**src/rtl/adc_axil_read_ctrl.sv**
```systemverilog
// -----------------------------------------------------------------------------
// adc_axil_read_ctrl
//
// AXI4-Lite read-channel slave for the ADC IP register banks. It accepts one
// AR request at a time and checks it against the [C_BASEADDR, C_HIGHADDR]
// window. A valid address gets one read strobe (rd_en/rd_idx) to the register
// file, and rd_data is captured RD_LATENCY cycles later. The block answers with
// OKAY, SLVERR (unaligned address or index past NUM_REGS) or DECERR (address
// outside the window).
//
// Ports
//   ACLK, ARESET          clock; asynchronous active-high reset
//   ARADDR/ARVALID/ARREADY AXI4-Lite read address channel
//   RDATA/RRESP/RVALID/RREADY AXI4-Lite read data channel
//   rd_en, rd_idx         one-cycle read strobe and register index to the
//                         register file (rd_idx holds until the next strobe)
//   rd_data               register file read data
//   rd_err                one-cycle pulse in the first cycle of an error response
// -----------------------------------------------------------------------------
module adc_axil_read_ctrl #(
  parameter int                ADDR_W     = 32,
  parameter int                DATA_W     = 32,
  parameter logic [ADDR_W-1:0] C_BASEADDR = '0,
  parameter logic [ADDR_W-1:0] C_HIGHADDR = ADDR_W'(32'h0000_0FFF),
  parameter int                NUM_REGS   = 8,
  parameter int                RD_LATENCY = 0,
  localparam int               IDX_W      = (NUM_REGS > 1) ? $clog2(NUM_REGS) : 1
) (
  input  logic              ACLK,
  input  logic              ARESET,
  input  logic [ADDR_W-1:0] ARADDR,
  input  logic              ARVALID,
  output logic              ARREADY,
  output logic [DATA_W-1:0] RDATA,
  output logic [1:0]        RRESP,
  output logic              RVALID,
  input  logic              RREADY,
  output logic              rd_en,
  output logic [IDX_W-1:0]  rd_idx,
  input  logic [DATA_W-1:0] rd_data,
  output logic              rd_err
);

  localparam int         BYTE_SH = $clog2(DATA_W / 8);
  localparam logic [2:0] LAT     = 3'(RD_LATENCY);

  localparam logic [1:0] RESP_OKAY   = 2'b00;
  localparam logic [1:0] RESP_SLVERR = 2'b10;
  localparam logic [1:0] RESP_DECERR = 2'b11;

  typedef enum logic [1:0] {
    S_IDLE,
    S_DECODE,
    S_WAIT,
    S_RESP
  } state_t;

  state_t state_q, state_d;

  logic              arready_q;
  logic              rvalid_q;
  logic [DATA_W-1:0] rdata_q;
  logic [1:0]        rresp_q;
  logic              rd_en_q;
  logic [IDX_W-1:0]  rd_idx_q;
  logic              rd_err_q;
  logic [1:0]        resp_code_q;   // classification of the accepted address
  logic [2:0]        cnt_q;         // latency counter, counts WAIT cycles

  // ---------------------------------------------------------------------------
  // Address classification. It is evaluated on ARADDR and registered on the AR
  // handshake, so the DECODE cycle drives rd_en/rd_idx straight from flops.
  // The registered result is the latched copy of the address, and later ARADDR
  // changes do not affect it. The offset is only formed inside the window, so
  // the subtraction never wraps.
  // ---------------------------------------------------------------------------
  logic              in_win;
  logic              unaligned;
  logic              idx_ok;
  logic [ADDR_W-1:0] offset;
  logic [ADDR_W-1:0] idx_full;
  logic [1:0]        dec_resp;

  // NOTE: every signal written in an always_comb gets a default first, so no
  // path through the block can leave it unassigned and infer a latch.
  always_comb begin
    in_win    = (ARADDR >= C_BASEADDR) && (ARADDR <= C_HIGHADDR);
    offset    = in_win ? (ARADDR - C_BASEADDR) : '0;
    idx_full  = offset >> BYTE_SH;
    unaligned = |offset[BYTE_SH-1:0];
    idx_ok    = idx_full < ADDR_W'(NUM_REGS);
    if (!in_win) begin
      dec_resp = RESP_DECERR;
    end else if (unaligned || !idx_ok) begin
      dec_resp = RESP_SLVERR;
    end else begin
      dec_resp = RESP_OKAY;
    end
  end

  // ---------------------------------------------------------------------------
  // FSM state register
  // ---------------------------------------------------------------------------
  // NOTE: sequential state uses non-blocking assignments only. Every flop then
  // samples pre-edge values, and the order of the processes does not matter.
  always_ff @(posedge ACLK or posedge ARESET) begin
    if (ARESET) begin
      state_q <= S_IDLE;
    end else begin
      state_q <= state_d;
    end
  end

  // ---------------------------------------------------------------------------
  // FSM next state
  // ---------------------------------------------------------------------------
  always_comb begin
    state_d = state_q;
    case (state_q)
      S_IDLE: begin
        if (ARVALID && arready_q) state_d = S_DECODE;
      end
      S_DECODE: begin
        if (resp_code_q != RESP_OKAY || RD_LATENCY == 0) begin
          state_d = S_RESP;
        end else begin
          state_d = S_WAIT;
        end
      end
      S_WAIT: begin
        if (cnt_q == LAT) state_d = S_RESP;
      end
      S_RESP: begin
        if (RREADY) state_d = S_IDLE;
      end
      default: state_d = S_IDLE;
    endcase
  end

  // ---------------------------------------------------------------------------
  // Channel datapath and handshake flags
  // ---------------------------------------------------------------------------
  always_ff @(posedge ACLK or posedge ARESET) begin
    if (ARESET) begin
      arready_q   <= 1'b0;
      rvalid_q    <= 1'b0;
      rdata_q     <= '0;
      rresp_q     <= RESP_OKAY;
      rd_en_q     <= 1'b0;
      rd_idx_q    <= '0;
      rd_err_q    <= 1'b0;
      resp_code_q <= RESP_OKAY;
      cnt_q       <= '0;
    end else begin
      // Both strobes are single-cycle pulses.
      rd_en_q  <= 1'b0;
      rd_err_q <= 1'b0;
      case (state_q)
        S_IDLE: begin
          if (ARVALID && arready_q) begin
            arready_q   <= 1'b0;
            resp_code_q <= dec_resp;
            if (dec_resp == RESP_OKAY) begin
              rd_en_q  <= 1'b1;
              rd_idx_q <= idx_full[IDX_W-1:0];
            end
          end else begin
            // Raises ARREADY on the first edge after reset is released.
            arready_q <= 1'b1;
          end
        end
        S_DECODE: begin
          if (resp_code_q != RESP_OKAY) begin
            rvalid_q <= 1'b1;
            rresp_q  <= resp_code_q;
            rdata_q  <= '0;
            rd_err_q <= 1'b1;
          end else if (RD_LATENCY == 0) begin
            // At zero latency the data is valid during the rd_en cycle.
            rvalid_q <= 1'b1;
            rresp_q  <= RESP_OKAY;
            rdata_q  <= rd_data;
          end else begin
            cnt_q <= 3'd1;
          end
        end
        S_WAIT: begin
          if (cnt_q == LAT) begin
            rvalid_q <= 1'b1;
            rresp_q  <= RESP_OKAY;
            rdata_q  <= rd_data;
            cnt_q    <= '0;
          end else begin
            cnt_q <= cnt_q + 3'd1;
          end
        end
        S_RESP: begin
          // RDATA/RRESP are not touched here, so they stay stable while stalled.
          if (RREADY) begin
            rvalid_q  <= 1'b0;
            arready_q <= 1'b1;
          end
        end
        default: begin
          rvalid_q  <= 1'b0;
          arready_q <= 1'b0;
        end
      endcase
    end
  end

  assign ARREADY = arready_q;
  assign RVALID  = rvalid_q;
  assign RDATA   = rdata_q;
  assign RRESP   = rresp_q;
  assign rd_en   = rd_en_q;
  assign rd_idx  = rd_idx_q;
  assign rd_err  = rd_err_q;

endmodule

```
**config.mk**
```make
export PLATFORM = sky130hd
export DESIGN_NAME = adc_axil_read_ctrl
export DESIGN_NICKNAME = d
export VERILOG_FILES = /design/src/rtl/adc_axil_read_ctrl.sv
export SDC_FILE = /design/constraint.sdc
export NUM_CORES = 1
export LEC_CHECK = 0
export CORE_ASPECT_RATIO = 1.1
export CORE_UTILIZATION = 35
export DETAILED_ROUTE_END_ITERATION = 10
export MAX_ROUTING_LAYER = met4
export PLACE_DENSITY = 0.76
export SKIP_LAST_GASP = 1
export SLEW_MARGIN = 25
export SYNTH_ARGS = -nofsm -noshare
export SYNTH_HDL_FRONTEND = slang
export SYNTH_SLANG_ARGS = --single-unit
export TNS_END_PERCENT = 1
```
**constraint.sdc**
```tcl
create_clock -name ACLK -period 2 [get_ports ACLK]
set_clock_uncertainty 0.2 [all_clocks]
set_input_delay 0.4 -clock ACLK [delete_from_list [all_inputs] [get_ports ACLK]]
set_output_delay 0.4 -clock ACLK [all_outputs]
set_load 0.02 [all_outputs]
```
### After elaboration in Yosys (flattened, before gate mapping)

Index checks and enable logic that the tools add are counted.

* add/sub/neg operators: 1
* magnitude comparators: 3
* eq/ne operators: 6
* muxes and demuxes: 25
* reduce and logical (&&, ||, !) cells: 18

Operators by type and width (number)
* 32-bit two-way mux: 3
* 32-bit one-hot mux with 2 select lines: 1
* 32-bit by 1-bit >= comparator with 1-bit output (second input constant): 1
* 32-bit by 12-bit less-or-equal comparator with 1-bit output (second input constant): 1
* 30-bit by 4-bit less-than comparator with 1-bit output (second input constant): 1
* 2-bit two-way mux: 7
* 1-bit two-way mux: 9
* 3-bit AND reduction: 3
* 2-bit one-hot mux with 4 select lines: 1
* 2-bit inequality test (second input constant): 3
* 2-bit AND reduction: 3
* 2-bit nonzero test: 3
* 2-bit equality test (second input constant): 2
* 2-bit logical NOT: 2
* 2-bit one-hot mux with 2 select lines: 1
* 3-bit by 1-bit adder with 3-bit output (second input constant): 1
* 3-bit logical NOT: 1
* 3-bit two-way mux: 1
* 1-bit one-hot mux with 3 select lines: 1
* 3-bit nonzero test: 1
* 2-bit by 1-bit equality test with 1-bit output (second input constant): 1
* 1-bit logical AND: 2
* 1-bit one-hot mux with 2 select lines: 1
* 2-bit OR reduction: 1
* other kinds (2): 2

* flip-flop bits (word level): 48
* bits of input ports: 68
* output and inout bits: 41
* logic and storage cells: 63

### Logic depth before layout (Yosys ltp)

Gate-level depths: netlist (run 1).

* depth after elaboration: 12
* mapped depth: 9
* mapped depth without buffers: 6

### Least setup slack after synthesis (run 1)

OpenSTA, ideal clock, no wires.

* kind: register to register
* start point: register state_q[0]
* end point: register rd_idx_q[0], in the netlist rd_idx[0]
* library setup time: 0.125 ns
* arrival time: 1.830 ns
* data required time: 1.675 ns
* slack: -0.155 ns
* stages on the path, launching flop included: 7
* path buffers: 0
* period minus slack after synthesis: 2.155 ns
* cell sequence: dfrtp_1 > inv_1 > ha_1 > nand3_2 > or4_4 > nor4_4 > mux2_2

* word-level cells in the longest chain between the ends: 2

Ends and longest elaborated chain
* from (decl): line 58 `state_t state_q, state_d;`
* from (signal assigned): line 110 `state_q <= state_d;`
* 2-bit logical NOT: line 158 `case (state_q)`
* 3-bit AND reduction (no source line)
* to (signal assigned): line 165 `rd_idx_q <= idx_full[IDX_W-1:0];`
* to (decl): line 65 `logic [IDX_W-1:0] rd_idx_q;`

Every way passes these cells.
A chain may end at the register's enable or synchronous reset.

### Worst setup path after layout (run 1)

* start point: input ARVALID
* end point: register rd_idx_q[2], in the netlist rd_idx[2]

* word-level cells in the longest chain between the ends: 2

Ends and longest elaborated chain
* from (decl): line 32 `input logic ARVALID,`
* 1-bit logical AND: line 160 `if (ARVALID && arready_q) begin`
* 3-bit AND reduction (no source line)

Every way passes these cells.

==> run metrics, run 1 <==
result of the run=finished with violations; Post-Route WL=5210 um; commonest non-fill, non-tap cell in the layout=clkdlybuf4s50_1; PortBufs=108; Cell Area, Synth=2060 um^2; RSZ-0062 raised after global routing=true; synthesized flop and latch total=48; Max-Slew Margin vs Limit=0.776; DRT antenna net count=0; clk_lat worst skew=0.28 ns; max_cap viols=0; Synth Area in Compound Gates=0.133; CTS Buf Count=5; Hold Fails Final Rpt=0; max-slew violations=0; total I/O pin count=109; gp weighted congestion=0.704; DR DRC count=0; TritonCTS Sinks=48; Hold WC Path Type=input pin to asynchronous set/reset pin; Total GRT Usage=0.181; synth top area cells=dfrtp_1, nand2_1, o21ai_0, ha_1, nor4_1; fillcell total=491; initial antenna violation count=0; XOR/XNOR share of the synthesized area=0; core footprint=5540 um^2; crit path kind=input pin to flop; most frequent cells in the layout=clkdlybuf4s50_1, nand2_1, dfrtp_1, o21ai_0, buf_4; vias per cell=4.65; Post-Layout Cell Count=417; first-pass GRT wire length=8270 um; Syn. warnings=0; Die ar.=6210 um^2; Syn-to-layout area delta=71.0%; total gr overflow=0; CTS tree=done; Data arrival, critical path=2.14 ns; DIE WIDTH=75.2 um; static leakage=1.51 nW; Root Driver=clkbuf_8; Clock H-tree levels=2; fin nets=417; row count=28; Synth area leader=dfrtp_1; Critical Path End Type=flop; CTS Hold Buffers Added=0; Post-Synth Simple-Gate Area=0.188; Post-Synthesis Cells=217; number of global-route vias before repair=1960; dpl cells=403; post-synth top area share=0.582; Syn Area/Cell=9.51 um^2; Die Ht=82.6 um; Post-Synth Adder-Cell Area=0.0424; Post-Syn Nets=292; slew at the pin closest to its max-slew limit=0.335 ns; Fmax=461 MHz; layout cells sized above 1=0.114; hpwl dp=3830 um; Final WS setup=-0.168 ns; Longest Clk Path Bufs=2; routed len/inst=12.5 um; endpoints failing setup=38; Fin Setup TNS=-1.42 ns; initial core utilization=0.373; pwr/cell area=1240 nW/um^2; critical-path maximum fanout=4; crit share post-route=1.08; DRT Pass-1 Iters=5; Antenna diodes=0; Peak VDD IR=0.000526 V; startpoint types=input pin; Via Count=1938; Yosys cell types=24; Required @ worst endpoint=1.97 ns; largest family of logic cells by synthesized area=simple AND/OR/NAND/NOR gates; largest net degree at the start of global routing=49; starting DRC count in detailed routing=77; Final min period=2.17 ns; pre-CTS setup slack=-0.413 ns; fraction of synthesized area in multiplexers=0.0164; failing checks=setup timing; Final Total Pwr=4.38 mW; clock-pin slew on the worst setup and hold paths=0.08 ns; post-synthesis sequential area ratio=0.582
stage by stage:
step                      hold slack [ns]  utilization  cell area [um^2]
after detailed placement            0.270        0.609              3370
final                               0.281        0.638              3530
after floorplan                     0.287            -              2060
after global routing                0.296        0.638              3530
after CTS                           0.284        0.632              3500
after global placement              0.263        0.609              3370
state kept, by name (all words and copies together) (netlist names), 2 cells and up:
| register | count |
|---|---|
| cnt_q | 3 |
| state_q | 2 |
| rd_idx | 3 |
| RRESP | 2 |
| RDATA | 32 |
| resp_code_q | 2 |
synthesized netlist by cell type:
cell type and number:
ha_1 7, or4_4 1, nor4_4 1, o21bai_1 1, a21o_1 1, nor4_1 6, nand2b_1 1, buf_2 2
nor3_1 1, mux2_2 3, o21a_1 1, dfrtp_1 48, nand3_1 2, nor2b_1 1, a31oi_1 1, nand3_2 1
a22o_1 3, inv_1 9, nor2_1 3, a222oi_1 1, clkbuf_1 9, o21ai_0 39, a21oi_1 3, nand2_1 72
worst paths after layout:
check / start / end / slack [ns] / cells past startpoint
hold reg to reg: RDATA[31] / RDATA[31] / 0.28 / 2
setup reg to reg: state_q[0] / rd_idx[2] / -0.14 / 7
hold / removal: ARESET / RDATA[10] / 0.28 / 3
setup / recovery: ARVALID / rd_idx[2] / -0.17 / 6
min in group ACLK: RDATA[31] / RDATA[31] / 0.28 / 2
max in group asynchronous: ARESET / RDATA[27] / 1.10 / 3
logic make-up (layout without fill, tap and decap cells):
kind of cell,after synthesis,in the layout
simple gates,89,89
compound gates,50,50
flops,48,48
buf+inv,20,145
fa+ha+maj,7,7
mux,3,3
critical path, stage by stage:
cell and delay, ns:
clkdlybuf4s50_1 0.53, nand3_4 0.10, or4_4 0.50, nor4_4 0.13
buf_4 0.18, mux2_4 0.30
where the power goes:
| group | switching, mW | internal, mW |
|---|---|---|
| Clock | 0.289 | 0.238 |
| Sequential | 0.190 | 1.30 |
| Combinational | 1.22 | 1.14 |
final cells by class:
class | instances | area (um^2) | area share
clock buffer | 6 | 72.6 | 0.0206
clock inverter | 1 | 5.00 | 0.00142
inverter | 9 | 33.8 | 0.00957
multi-input combinational | 149 | 836 | 0.237
sequential | 48 | 1200 | 0.340
tap | 75 | 93.8 | 0.0266
timing repair buffer | 129 | 1290 | 0.365
per-layer routing:
layer  wire, um  vias to the layer above  global-route usage  share of wire
li1           -                      968                   -              -
met1       2030                      880               0.188           0.39
met3        480                        6              0.0558          0.092
met5          0                        -                   -              0
met2       2640                       84               0.332           0.51
met4         59                        0              0.0481          0.011
timing repair:
item / in CTS / in global routing
buffers inserted: 4 / 3
resized for setup: 7 / 1
pin swaps: 2 / 4
endpoints found under the setup margin: 3 / 31
Note: power is estimated with default switching activity, not from simulation.
==> run 2, diff against run 1 <==
- GPL_ROUTABILITY_DRIVEN: not set -> 0
==> results of run 2 <==
Same layout as run 1: the final DEF is identical, and so are final timing and power.
==> run 3, diff against run 2 <==
- ABC_CLOCK_PERIOD_IN_PS: not set -> 2000
- CORE_MARGIN: not set -> 5
==> run metrics, run 3 (same netlist as run 1, synthesis figures left out) <==
total gr overflow=0; pwr/cell area=1260 nW/um^2; Hold WC Path Type=input pin to asynchronous set/reset pin; max_cap viols=0; Root Driver=clkbuf_8; Required @ worst endpoint=1.99 ns; startpoint types=flop; Final min period=2.17 ns; Reg2Reg Depth=7; fillcell total=501; Fmax=460 MHz; slew at the pin closest to its max-slew limit=0.321 ns; Longest Clk Path Bufs=2; max FFs per register=32; Hold Slack=0.248 ns; fin nets=414; CTS Buf Count=5; CTS tree=done; DRT antenna net count=0; Die ar.=7540 um^2; Hold Fails Final Rpt=0; total I/O pin count=109; initial core utilization=0.358; FF-to-FF End=rd_idx[0]; Final Core Density=0.606; critical-path maximum fanout=5; PortBufs=108; layout cells sized above 1=0.109; Clock H-tree levels=2; commonest non-fill, non-tap cell in the layout=clkdlybuf4s50_1; crit share post-route=1.09; hpwl dp=4230 um; Critical Path End Type=flop; Syn-to-layout area delta=69.3%; number of global-route vias before repair=1883; most frequent cells in the layout=clkdlybuf4s50_1, nand2_1, dfrtp_1, o21ai_0, buf_4; core footprint=5770 um^2; routed len/inst=12.8 um; first-pass GRT wire length=8740 um; crit path kind=flop to flop; Final Total Pwr=4.39 mW; vias per cell=4.59; static leakage=1.49 nW; DRT Pass-1 Iters=4; row count=29; Max-Slew Margin vs Limit=0.786; DR DRC count=0; Data arrival, critical path=2.16 ns; Antenna diodes=0; starting DRC count in detailed routing=62; Die Ht=90.6 um; Final WS setup=-0.173 ns; Via Count=1915; clk_lat worst skew=0.30 ns; RR Startpoint=state_q[0]; max-slew violations=0; result of the run=finished with violations; RSZ-0062 raised after global routing=true; Post-Route WL=5320 um; largest net degree at the start of global routing=49; TritonCTS Sinks=48; R2R setup slack=-0.17 ns; initial antenna violation count=0; endpoints failing setup=3; Peak VDD IR=0.000534 V; clock-pin slew on the worst setup and hold paths=0.08 ns; DIE WIDTH=83.2 um; Total GRT Usage=0.147; failing checks=setup timing; CTS Hold Buffers Added=0
## run 3: critical path: stages, from the launching register on
cell     delay [ns]
dfrtp_1        0.40
inv_2          0.08
ha_4           0.13
nand3_2        0.09
or4_4          0.44
nor4_4         0.21
buf_4          0.18
mux2_2         0.33
## run 3: cell type report
| cell class | instances | area, um^2 | share of cell area |
|---|---|---|---|
| multi-input combinational | 149 | 817 | 0.234 |
| sequential | 48 | 1200 | 0.344 |
| clock inverter | 1 | 7.51 | 0.00215 |
| inverter | 9 | 33.8 | 0.00966 |
| tap | 77 | 96.3 | 0.0276 |
| timing repair buffer | 126 | 1250 | 0.359 |
| clock buffer | 7 | 86.3 | 0.0247 |
## run 3: worst max path at each step
stage / from / slack [ns] / to / cells past startpoint
3_3_place_gp: ARVALID / -0.41 / rd_idx[2] / 5
5_1_grt: state_q[0] / -0.24 / rd_idx[2] / 7
2_1_floorplan: state_q[0] / -0.16 / rd_idx[0] / 6
6_report: state_q[0] / -0.17 / rd_idx[0] / 7
3_5_place_dp: ARVALID / -0.47 / rd_idx[0] / 5
4_1_cts: state_q[0] / -0.22 / rd_idx[0] / 6
## run 3: stage by stage
stage          worst slack (ns)  cell area [um^2]  TNS (ns)  std cells
2_1_floorplan            -0.155              2060    -0.465        217
3_3_place_gp             -0.405              3370     -1.49        407
3_5_place_dp             -0.469              3370     -1.78        407
4_1_cts                  -0.217              3470    -0.640        415
5_1_grt                  -0.238              3500     -2.14        417
6_report                 -0.173              3500    -0.493        417
## run 3: repair_timing
action                                  CTS  global route
endpoints found under the setup margin    4            30
gates resized for setup                   0             4
setup buffers                             0             2
pin swaps                                 0             2
## run 3: report_power, final
group	switching (mW)	internal, mW	leakage, nW
combinational	1.20	1.12	0.811
clock	0.310	0.281	0.0445
sequential	0.178	1.30	0.638
## run 3: per-layer routing
layer	GRT usage	routed length (um)	vias up
met5	-	0	-
met4	0.0409	59	0
met3	0.0456	493	7
met2	0.246	2620	81
met1	0.171	2140	868
li1	-	-	959
